$ cat src/rtl/dualport_pkg.sv
// rtl/dualport_pkg.sv - shared FSM encoding and collision-mode constants for dualport_ram_ext
package dualport_pkg;

    typedef enum logic {
        ST_CLEAR = 1'b0,
        ST_IDLE  = 1'b1
    } state_t;

    localparam int COLL_READ_OLD      = 0;
    localparam int COLL_WRITE_THROUGH = 1;

endpackage

$ cat src/rtl/dualport_rd_pipe.sv
// rtl/dualport_rd_pipe.sv - 1- or 2-stage read data/valid/err pipeline with held data
module dualport_rd_pipe #(
    parameter int WIDTH   = 8,
    parameter int LATENCY = 1
) (
    input  logic             clk,
    input  logic             rst,
    input  logic             in_valid,
    input  logic             in_err,
    input  logic [WIDTH-1:0] in_data,
    output logic [WIDTH-1:0] data_out,
    output logic             rd_valid,
    output logic             rd_err
);

    logic [WIDTH-1:0] s1_data;
    logic             s1_valid;
    logic             s1_err;

    // First stage: data only moves on a completing read, so the output holds otherwise.
    always_ff @(posedge clk or posedge rst) begin
        if (rst) begin
            s1_data  <= '0;
            s1_valid <= 1'b0;
            s1_err   <= 1'b0;
        end else begin
            s1_valid <= in_valid;
            s1_err   <= in_err;
            if (in_valid) begin
                s1_data <= in_data;
            end
        end
    end

    if (LATENCY == 1) begin : g_lat1
        assign data_out = s1_data;
        assign rd_valid = s1_valid;
        assign rd_err   = s1_err;
    end else begin : g_lat2
        logic [WIDTH-1:0] s2_data;
        logic             s2_valid;
        logic             s2_err;

        // Second stage: same hold-on-idle behaviour as the first.
        always_ff @(posedge clk or posedge rst) begin
            if (rst) begin
                s2_data  <= '0;
                s2_valid <= 1'b0;
                s2_err   <= 1'b0;
            end else begin
                s2_valid <= s1_valid;
                s2_err   <= s1_err;
                if (s1_valid) begin
                    s2_data <= s1_data;
                end
            end
        end

        assign data_out = s2_data;
        assign rd_valid = s2_valid;
        assign rd_err   = s2_err;
    end

endmodule

$ cat src/rtl/dualport_ram_ext.sv
// rtl/dualport_ram_ext.sv - byte-enabled RAM with range check, collision mode and clear sequencer
module dualport_ram_ext
    import dualport_pkg::*;
#(
    parameter int   WIDTH          = 8,
    parameter int   DEPTH          = 16,
    parameter int   READ_LATENCY   = 1,
    parameter int   COLLISION_MODE = 0,
    localparam int  ADDR_W         = $clog2(DEPTH),
    localparam int  NBYTES         = WIDTH / 8
) (
    input  logic              clk,
    input  logic              rst,
    input  logic              write,
    input  logic [ADDR_W-1:0] wr_addr,
    input  logic [WIDTH-1:0]  data_in,
    input  logic [NBYTES-1:0] wr_be,
    input  logic              read,
    input  logic [ADDR_W-1:0] rd_addr,
    output logic [WIDTH-1:0]  data_out,
    output logic              rd_valid,
    output logic              rd_err,
    input  logic              clear,
    output logic              busy
);

    // One extra bit so DEPTH itself is representable when DEPTH is a power of two.
    localparam logic [ADDR_W:0]   DEPTH_X   = (ADDR_W + 1)'(DEPTH);
    localparam logic [ADDR_W-1:0] LAST_ADDR = ADDR_W'(DEPTH - 1);

    logic [WIDTH-1:0]  mem [DEPTH];
    state_t            state;
    logic [ADDR_W-1:0] clr_addr;

    logic              wr_in_range;
    logic              rd_in_range;
    logic              wr_ok;
    logic              rd_ok;
    logic              collide;
    logic [WIDTH-1:0]  wr_old;
    logic [WIDTH-1:0]  wr_word;
    logic [WIDTH-1:0]  rd_word;
    logic [WIDTH-1:0]  fwd_word;
    logic [WIDTH-1:0]  rd_data;

    assign busy        = (state == ST_CLEAR);
    assign wr_in_range = ({1'b0, wr_addr} < DEPTH_X);
    assign rd_in_range = ({1'b0, rd_addr} < DEPTH_X);
    assign wr_ok       = write && !busy && wr_in_range;
    assign rd_ok       = read && !busy;
    assign collide     = wr_ok && (wr_addr == rd_addr);

    assign wr_old  = wr_in_range ? mem[wr_addr] : '0;
    assign rd_word = rd_in_range ? mem[rd_addr] : '0;

    // Byte-enable merge for the stored word and for the write-through forwarding path.
    for (genvar b = 0; b < NBYTES; b++) begin : g_byte
        assign wr_word[b*8 +: 8]  = wr_be[b] ? data_in[b*8 +: 8] : wr_old[b*8 +: 8];
        assign fwd_word[b*8 +: 8] = wr_be[b] ? data_in[b*8 +: 8] : rd_word[b*8 +: 8];
    end

    assign rd_data = (COLLISION_MODE == COLL_WRITE_THROUGH && collide) ? fwd_word : rd_word;

    // Single write port shared by the clear walker and user writes; busy keeps them exclusive.
    always_ff @(posedge clk) begin
        if (busy) begin
            mem[clr_addr] <= '0;
        end else if (wr_ok) begin
            mem[wr_addr] <= wr_word;
        end
    end

    // Clear sequencer: walks 0..DEPTH-1 once after reset and once per accepted clear.
    always_ff @(posedge clk or posedge rst) begin
        if (rst) begin
            state    <= ST_CLEAR;
            clr_addr <= '0;
        end else begin
            case (state)
                ST_CLEAR: begin
                    if (clr_addr == LAST_ADDR) begin
                        state <= ST_IDLE;
                    end else begin
                        clr_addr <= clr_addr + 1'b1;
                    end
                end
                ST_IDLE: begin
                    if (clear) begin
                        state    <= ST_CLEAR;
                        clr_addr <= '0;
                    end
                end
                default: state <= ST_CLEAR;
            endcase
        end
    end

    dualport_rd_pipe #(
        .WIDTH   (WIDTH),
        .LATENCY (READ_LATENCY)
    ) u_rd_pipe (
        .clk      (clk),
        .rst      (rst),
        .in_valid (rd_ok),
        .in_err   (rd_ok && !rd_in_range),
        .in_data  (rd_data),
        .data_out (data_out),
        .rd_valid (rd_valid),
        .rd_err   (rd_err)
    );

endmodule

$ cat config.mk
export PLATFORM = sky130hd
export DESIGN_NAME = dualport_ram_ext
export DESIGN_NICKNAME = d
export VERILOG_FILES = /design/src/rtl/dualport_pkg.sv /design/src/rtl/dualport_rd_pipe.sv /design/src/rtl/dualport_ram_ext.sv
export SDC_FILE = /design/constraint.sdc
export NUM_CORES = 1
export LEC_CHECK = 0
export CAP_MARGIN = 20
export CORE_MARGIN = 8
export CORE_UTILIZATION = 63
export CTS_CLUSTER_SIZE = 14
export DETAILED_ROUTE_END_ITERATION = 6
export PLACE_DENSITY = 0.84
export RECOVER_POWER = 50
export SKIP_CTS_REPAIR_TIMING = 1
export SLEW_MARGIN = 20
export SYNTH_ARGS = -nofsm -noshare
export SYNTH_HDL_FRONTEND = slang
export SYNTH_SLANG_ARGS = --single-unit
export TNS_END_PERCENT = 5
$ cat constraint.sdc
create_clock -name clk -period 5.5 [get_ports clk]
set_input_delay 1.65 -clock clk [delete_from_list [all_inputs] [get_ports clk]]
set_output_delay 1.65 -clock clk [all_outputs]
set_load 0.02 [all_outputs]
==> summary.txt, run 1 <==
STA
  • Fmax: 280 MHz
  • Setup tns final: 0 ps
  • Clock skew: 7.39 ps
  • RSZ-0062 raised after global routing: no
  • Max-slew headroom: 24.3%
  • Final worst path period share: 65.0%
  • Final Setup Violations: 0
  • Final Max Slew Viols: 0
  • Crit path time final: 3570 ps
  • Final Hold Viols: 0
  • Worst-Margin Slew: 1130 ps

Place
  • Placed insts: 498
  • GP Congestion: approximately 0.83
  • HPWL Detailed: 8.03 mm
  • Post-DP Area: around 6000 µm²
  • Port bufs: 31

Routing
  • DRC viols: 0
  • Post-route ant nets: 0
  • Drt pass-1 iters: 5
  • Iter 0 DRT Violations: 268
  • Via Count: 3,343
  • Overall routed net length: 12.4 mm
  • Via-per-instance ratio: 6.31
  • WL/cell: between 20 and 25 µm

Run
  • Max-Cap Viols: 0

Yosys
  • Post-synthesis adder-cell area fraction: less than 1%
  • Post-synthesis compound-gate area fraction: 4.17%
  • Mapped cell area: 5760 µm²
  • Simple-gate portion of the synthesized area: 8.19%
  • #FFs+latches synth: 142
  • Sequential area share after synthesis: between 70% and 80%
  • Syn Inst Count: 372
  • Multiplexer area fraction after synthesis: a little under an eighth
  • Post-synth cell types: 33
  • XOR/XNOR Fraction of Synth Area: 0.304%
  • Syn Area/Cell: between 15 and 20 µm²
  • Ys Warns: 0
  • Syn_nets: 395
  • Largest family of logic cells by synthesized area: multiplexers

Worst setup path
  • R2R setup slack: 2920 ps
  • Critical-path top delay cell: a31oi_1
  • Crit path from: write
  • FF-to-FF Start: state
  • Delay-heaviest family, CP: simple AND/OR/NAND/NOR gates
  • CP cell instances: dlygate4sd3_1 > and3_1 > nor3b_1 > a31oi_1 > nor2_1
  • Critical path peak fanout: 17
  • Crit path largest cell delay: 600 ps
  • Required time of the critical path: roughly 5700 ps
  • Critical Path AT: 3760 ps
  • Setup crit end kind: flop
  • CP bufs+invs: 1
  • Crit path launch type: primary input
  • Worst Setup Path Type: in -> reg

Floorplanning
  • Chip height: 112 µm
  • Row count: 35
  • Die W: 112 µm
  • Top Ports: 33
  • Core Region: 9060 µm²
  • Initial Util: 63.5%
  • Die ar.: about 12,000 µm²

Cells and area
  • Fin area: 6670 µm²
  • Share of layout cells above drive strength 1: 8.11%
  • Syn-to-layout area delta: 15.9%
  • Core Util, Final: around 74%
  • Area occupied by multi-input gates: 1420 µm²
  • Fin nets: 429
  • Diodes inserted: 0
  • Fillers: around 530
  • Layout Cells excl Fill: 530
  • Register Area: 4190 µm²

Power and ir drop
  • Leakage: 0.00253 µW
  • Peak VDD IR: 0.000341 V
  • Pwr Density: 473 nW/µm²

Global route
  • GR Overflow Total: 0
  • Largest net degree at the start of global routing: 43
  • Initial antenna violation count: 0
  • All-Layer GR Usage: 20.8%
  • Vias in the first global route: 3,273
  • Global-route wire length before repair: roughly 19 mm

Worst hold path
  • Hold_sp: u_rd_pipe.data_out[3]
  • HP Class: reg -> reg

Clock network
  • TritonCTS Buffers: 17
  • Skew-Pair Late Insertion Delay: 520 ps
  • Clock sink count: about 140
  • CTS Root Cell: clkbuf_8
  • H-tree lvl count: 4
  • CTS tree: built
  • Clock Tree Buf Depth: 2
  • Worst-path clk slew: 60 ps

Run status
  • Status: complete, no violations
-- synthesized netlist by cell type (all sizes together) --
master	instances	share of area, %
o31ai	1	0.13
dfrtp	14	6.1
xnor2	2	0.30
inv	7	0.46
nor3b	2	0.26
and2b	1	0.13
o21ai	2	0.17
nor2b	1	0.11
a21oi	8	0.70
mux2i	63	11
conb	1	0.065
o211ai	1	0.13
and2	9	0.98
ha	1	0.22
buf	15	1.8
mux4	2	0.78
edfxtp	128	67
nor3	3	0.26
nand3	18	1.6
nand4	8	0.87
a32oi	1	0.15
a22oi	15	2.0
a31oi	5	0.54
o32a	1	0.17
clkbuf	2	0.15
nor2	20	1.3
nand2	36	2.4
o22ai	2	0.22
and3	3	0.33
-- worst register-to-register path: stages (launching register included) --
cell and delay [ps]:
dfrtp_1 600, and3_1 550, nor3b_1 130, a31oi_1 600, nor2_1 370
-- report_power, final --
group / internal (µW) / switching, µW
logic: 184 / 368
clock network: 674 / 436
registers: 1400 / 90.4
total: 2260 / 895
-- sequential cells by signal, indices dropped and copies added (netlist names) --
name,flops
u_rd_pipe.rd_valid,1
u_rd_pipe.data_out,8
clr_addr,4
state,1
mem,128
-- layer usage --
layer / GRT usage (%) / routed length, µm / up-vias
li1: - / - / 1486
met3: 5.90 / 1210 / 20
met5: 0 / 0 / -
met1: 26.8 / 4880 / 1649
met2: 32.3 / 6090 / 188
met4: 9.12 / 227 / 0
-- through the flow --
stage	hold slack (ps)	total power, µW	setup slack [ps]
after global placement	465	2040	1640
after floorplan	558	1940	2440
after global routing	502	3260	1850
after detailed placement	476	2060	1560
final	477	3160	1930
after CTS	489	3160	1960
-- worst paths after layout --
check	end	cells past startpoint
worst max-delay path	mem[13][3]	5
worst min-delay path	u_rd_pipe.data_out[3]	2
worst max register to register	mem[13][3]	4
worst min register to register	u_rd_pipe.data_out[3]	2
max in group asynchronous	u_rd_pipe.data_out[4]	2
min in group asynchronous	clr_addr[0]	2
-- kinds of logic (layout without fill, tap and decap cells) --
group,Yosys count,after routing
DFF,142,142
adders and majority gates,1,1
AOI/OAI and AO/OA,36,36
and+or+nand+nor,101,101
muxes,65,65
other,1,1
buffers and inverters,24,71
xor gates and xnor gates,2,2
-- layout make-up --
class | instances | share of cell area, %
Timing Repair Buffer | 32 | 4.73
Inverter | 7 | 0.394
Sequential cell | 142 | 62.9
Multi-Input combinational cell | 206 | 21.3
Clock inverter | 12 | 1.99
Clock buffer | 20 | 6.69
Tap cell | 111 | 2.08
-- placed cells by master (no fill, tap or decap), types with 2 or more instances in the layout --
| cell type | count |
|---|---|
| mux2i_1 | 63 |
| clkdlybuf4s50_1 | 19 |
| buf_4 | 2 |
| dfrtp_1 | 14 |
| nor2_1 | 20 |
| nand2_1 | 36 |
| a21oi_1 | 8 |
| xnor2_1 | 2 |
| clkbuf_1 | 2 |
| nor3_1 | 3 |
| edfxtp_1 | 128 |
| clkbuf_16 | 17 |
| bufinv_16 | 2 |
| nand4_1 | 8 |
| nor3b_1 | 2 |
| a31oi_1 | 5 |
| a22oi_1 | 15 |
| o22ai_1 | 2 |
| clkinvlp_4 | 3 |
| dlygate4sd3_1 | 11 |
| o21ai_0 | 2 |
| and3_1 | 3 |
| clkinv_2 | 3 |
| inv_1 | 7 |
| mux4_2 | 2 |
| and2_0 | 8 |
| inv_6 | 3 |
| nand3_1 | 18 |
No activity file was read; power rests on OpenSTA's default activity.
==> run 2, diff against run 1 <==
CORE_UTILIZATION = 59   (was 63)
PLACE_DENSITY = 0.79   (was 0.84)
clock period = 3.6 ns   (was 5.5 ns; I/O delays follow)
==> run 2 against run 1 <==
Compared with the run above:
- sequential share of layout area down 0.97 points
- sequential power rose by 53%
- via count rose by 0.18%
- global-route usage decreased by 1.3 points
- final cell count grew 6.6%
- register-to-register slack worse by 1800 ps
- worst setup slack got worse by 1300 ps
- cell area increased by 1.6%
- utilization is 3.3 points lower
==> summary.txt, run 2 (synthesis gave the netlist of run 1 again) <==
Power and ir drop
  • Clock share of power: 35.0%
  • Gate power share: 18.0%
  • Seq pwr share: 47.0%
  • Leakage: roughly 0.0026 µW
  • Cell internal pwr: about 3500 µW
  • Sw Ratio: 28.2%
  • Final Total Pwr: 4850 µW
  • Peak VDD IR: 0.000351 V
  • Pwr Density: between 700 and 800 nW/µm²
  • Net Switching: 1370 µW

Worst setup path
  • Crit path launch type: primary input
  • Crit path from: write
  • Worst Setup Path Type: in -> reg
  • FF-to-FF path depth: 3
  • Critical path peak fanout: 17
  • Required time of the critical path: 3750 ps
  • Setup crit end kind: flop
  • Critical Path AT: 3110 ps
  • Worst R2R End: mem[13][7]
  • R2R setup slack: 1100 ps
  • FF-to-FF Start: state
  • Crit path to: mem[10][7]

STA
  • RSZ-0062 raised after global routing: no
  • Final Max Slew Viols: 0
  • Final Hold Viols: 0
  • Clock skew: 10.9 ps
  • Fmax: 338 MHz
  • Final Setup Violations: 0
  • Max-slew headroom: 34.8%
  • Worst-Margin Slew: 978 ps
  • Final worst path period share: between 80% and 90%
  • Crit path time final: 2960 ps
  • Setup tns final: 0 ps

Global route
  • Largest net degree at the start of global routing: 34
  • GR Overflow Total: 0
  • All-Layer GR Usage: 19.5%
  • Global-route wire length before repair: 18.6 mm
  • Vias in the first global route: 3,296
  • Initial antenna violation count: 0

Routing
  • Drt pass-1 iters: 5
  • Iter 0 DRT Violations: about 260
  • Overall routed net length: 12.2 mm
  • WL/cell: about 22 µm
  • Post-route ant nets: 0
  • Via Count: between 3,000 and 4,000
  • Via-per-instance ratio: 5.93
  • DRC viols: 0

Floorplanning
  • Core Region: 9640 µm²
  • Die ar.: 13,200 µm²
  • Die W: 115 µm
  • Chip height: 115 µm
  • Row count: 36
  • Top Ports: 33
  • Initial Util: 59.7%

Clock network
  • TritonCTS Buffers: 17
  • CTS tree: built
  • CTS Root Cell: clkbuf_8
  • H-tree lvl count: 4
  • Clock Tree Buf Depth: 2
  • Clock sink count: 142
  • Worst-path clk slew: approximately 60 ps
  • Skew-Pair Late Insertion Delay: 520 ps

Worst hold path
  • HP Class: reg -> reg

Cells and area
  • Layout Cells excl Fill: 565
  • Core Util, Final: 70.3%
  • Largest register FFs: between 100 and 150
  • Syn-to-layout area delta: 17.7%
  • Fin nets: 442
  • Diodes inserted: 0
  • Most frequent cells in the layout: edfxtp_1, mux2i_1, nand2_1, clkdlybuf4s50_1, nor2_1
  • Fillers: 663
  • Largest register by flop count: mem
  • Share of layout cells above drive strength 1: 9.72%
  • Commonest non-fill, non-tap cell in the layout: edfxtp_1

Run
  • Max-Cap Viols: 0

Place
  • HPWL Detailed: around 8.0 mm
  • GP Congestion: between 0.8 and 0.9
  • Port bufs: 31
  • Placed insts: 533

Run status
  • Status: complete, no violations
run 2: cell count changes in the layout (fill, tap and decap cells not counted):
cell / previous run / this run
and2_0: 8 / 7
inv_6: 3 / 2
clkdlybuf4s50_1: 19 / 26
clkinv_2: 3 / 1
and2_1: 1 / 2
clkbuf_1: 2 / 7
clkbuf_16: 17 / 16
buf_4: 2 / 9
clkbuf_8: 1 / 3
dlygate4sd3_1: 11 / 4
clkinvlp_4: 3 / 6
run 2: worst min path at each step:
| stage | start | endpoint | slack, ps | cells after the start |
|---|---|---|---|---|
| final | u_rd_pipe.data_out[4] | u_rd_pipe.data_out[4] | 480 | 2 |
| after global routing | u_rd_pipe.data_out[4] | u_rd_pipe.data_out[4] | 510 | 2 |
| after CTS | u_rd_pipe.data_out[4] | u_rd_pipe.data_out[4] | 480 | 2 |
| after detailed placement | u_rd_pipe.data_out[4] | u_rd_pipe.data_out[4] | 470 | 2 |
| after global placement | u_rd_pipe.data_out[0] | u_rd_pipe.data_out[0] | 470 | 2 |
| after floorplan | clr_addr[3] | clr_addr[3] | 560 | 2 |
run 2: area by class of cell:
class / count / area (µm²) / share of cell area, %
tap: 133 / 166 / 2.46
sequential: 142 / 4190 / 61.9
clock buffer: 20 / 445 / 6.57
multi-input combinational: 206 / 1420 / 20.9
inverter: 7 / 26.3 / 0.388
clock inverter: 12 / 136 / 2.01
timing repair buffer: 45 / 390 / 5.76
run 2: critical path, cell delays in order:
cell and delay [ps]:
dlygate4sd3_1 550, and3_1 350, nor3b_1 320, a31oi_1 170, nor2_1 640
run 2: layer usage:
layer / global-route usage, % / up-vias / wire, µm
met5: 0 / - / 0
met4: 6.74 / 0 / 177
met3: 4.62 / 15 / 905
met2: 31.0 / 179 / 6020
met1: 25.8 / 1645 / 5100
li1: - / 1510 / -
run 2: power by group through the flow:
| stage | logic, µW | registers, µW | clock network [µW] |
|---|---|---|---|
| floorplan | 551 | 2410 | 0 |
| global placement | 838 | 2290 | 0 |
| detailed placement | 869 | 2310 | 0 |
| CTS | 878 | 2280 | 1700 |
| global route | 942 | 2310 | 1760 |
| finish | 870 | 2280 | 1700 |
run 2: through the flow:
step	area (µm²)	worst slack, ps	hold slack (ps)
2_1_floorplan	5760	1110	558
3_3_place_gp	6220	314	465
3_5_place_dp	6220	233	471
4_1_cts	6800	651	484
5_1_grt	6780	459	512
6_report	6780	641	482
==> run 3, diff against run 2 <==
clock period = 3.05 ns   (was 3.6 ns; I/O delays follow)
==> run 3 against run 2 <==
Compared with the run above:
- wire length rose by 6.8%
- final cell count rose by 2.1%
- register-to-register slack got worse by 610 ps
- cell area rose by 2.7%
- worst setup slack got worse by 410 ps
- utilization rose by 1.9 points
- via count rose by 3.1%
- clock skew fell by 0.61 ps
- critical endpoint is now mem[11][1]
- highest routed layer unchanged
==> summary.txt, run 3 (synthesis gave the netlist of run 1 again) <==
Worst setup path
  • R2R setup slack: 490 ps
  • Critical path peak fanout: 12
  • Crit path launch type: primary input
  • Worst Setup Path Type: in -> reg
  • Required time of the critical path: 3270 ps
  • FF-to-FF path depth: 4
  • Crit path to: mem[11][1]
  • Setup crit end kind: flop
  • FF-to-FF Start: state
  • Crit path from: write
  • Critical Path AT: 3040 ps
  • Worst R2R End: mem[11][1]

Power and ir drop
  • Pwr Density: 861 nW/µm²
  • Peak VDD IR: 0.000544 V
  • Final Total Pwr: 6000 µW
  • Leakage: around 0.0027 µW

Cells and area
  • Syn-to-layout area delta: 20.9%
  • Largest register FFs: 128
  • Most frequent cells in the layout: edfxtp_1, mux2i_1, nand2_1, clkdlybuf4s50_1, nor2_1
  • Fillers: 623
  • Share of layout cells above drive strength 1: 11.7%
  • Fin area: approximately 7000 µm²
  • Diodes inserted: 0
  • Fin nets: 454
  • Core Util, Final: 72.2%
  • Largest register by flop count: mem
  • Commonest non-fill, non-tap cell in the layout: edfxtp_1

Global route
  • Initial antenna violation count: 0
  • Largest net degree at the start of global routing: 28
  • Global-route wire length before repair: 20.0 mm
  • GR Overflow Total: 0
  • Vias in the first global route: between 3,000 and 4,000
  • All-Layer GR Usage: 21.0%

Clock network
  • H-tree lvl count: 4
  • Skew-Pair Late Insertion Delay: 530 ps
  • Clock sink count: roughly 140
  • Worst-path clk slew: roughly 60 ps
  • CTS Root Cell: clkbuf_8
  • Clock Tree Buf Depth: 2
  • CTS tree: built
  • TritonCTS Buffers: 17

Routing
  • Via-per-instance ratio: roughly 6
  • WL/cell: 22.6 µm
  • Iter 0 DRT Violations: 370
  • Overall routed net length: between 10 and 15 mm
  • Via Count: 3,454
  • Drt pass-1 iters: 5
  • Post-route ant nets: 0
  • DRC viols: 0

Place
  • GP Congestion: 0.849
  • Post-DP Area: 6370 µm²
  • Port bufs: 31
  • HPWL Detailed: between 8 and 9 mm

STA
  • Setup tns final: 0 ps
  • Clock skew: 10.3 ps
  • Max-slew headroom: 36.0%
  • Crit path time final: roughly 2800 ps
  • Worst-Margin Slew: 960 ps
  • Final Setup Violations: 0
  • Final worst path period share: 92.5%
  • RSZ-0062 raised after global routing: no
  • Final Max Slew Viols: 0
  • Fmax: 354 MHz
  • Final Hold Viols: 0

Floorplanning
  • Top Ports: 33
  • Chip height: 115 µm
  • Initial Util: 59.7%
  • Row count: 36
  • Core Region: 9640 µm²
  • Die ar.: 13,200 µm²
  • Die W: 115 µm

Worst hold path
  • HP Class: reg -> reg
  • Hold_sp: u_rd_pipe.data_out[1]

Run status
  • Status: complete, no violations

Run
  • Max-Cap Viols: 0
## run 3: critical path: stages
cell	delay (ps)
dlygate4sd3_1	540
and3_1	320
clkbuf_1	310
and2_0	320
clkbuf_1	620
## run 3: worst min-delay path by stage
stage | slack, ps | to | cells after the start
after global placement | 470 | u_rd_pipe.data_out[6] | 2
after floorplan | 560 | clr_addr[3] | 2
final | 490 | u_rd_pipe.data_out[1] | 2
after detailed placement | 470 | u_rd_pipe.data_out[0] | 2
after CTS | 490 | u_rd_pipe.data_out[0] | 2
after global routing | 510 | u_rd_pipe.data_out[0] | 2
## run 3: layout make-up
| cell class | count | area, µm² | share of cell area [%] |
|---|---|---|---|
| Sequential cell | 142 | 4190 | 60.3 |
| Clock buffer | 18 | 418 | 6.00 |
| Inverter | 7 | 26.3 | 0.377 |
| Timing Repair Buffer | 57 | 523 | 7.51 |
| Multi-Input combinational cell | 206 | 1420 | 20.4 |
| Tap cell | 133 | 166 | 2.39 |
| Clock inverter | 14 | 214 | 3.07 |
## run 3: metrics by stage
stage	hold WS, ps	cells	setup WS [ps]
after floorplan	558	372	723
after global placement	470	545	197
after detailed placement	475	545	128
after CTS	491	577	236
after global routing	507	577	138
final	490	577	227
## run 3: power by group
| part | internal [µW] | switching (µW) | leakage [µW] |
|---|---|---|---|
| Clock | 1410 | 793 | 0.000314 |
| Sequential | 2530 | 166 | 0.00144 |
| Combinational | 411 | 684 | 0.000917 |
| Total | 4350 | 1640 | 0.00267 |
## run 3: per-layer routing
metal  part of all wire [%]  vias to the layer above  global-route usage, %  wire (µm)
li1                       -                     1537                      -          -
met4                    3.3                        0                   11.1        436
met1                     39                     1687                   26.4       5070
met2                     49                      197                   33.1       6320
met5                      0                        -                      0          0
met3                    9.2                       33                   5.25       1210
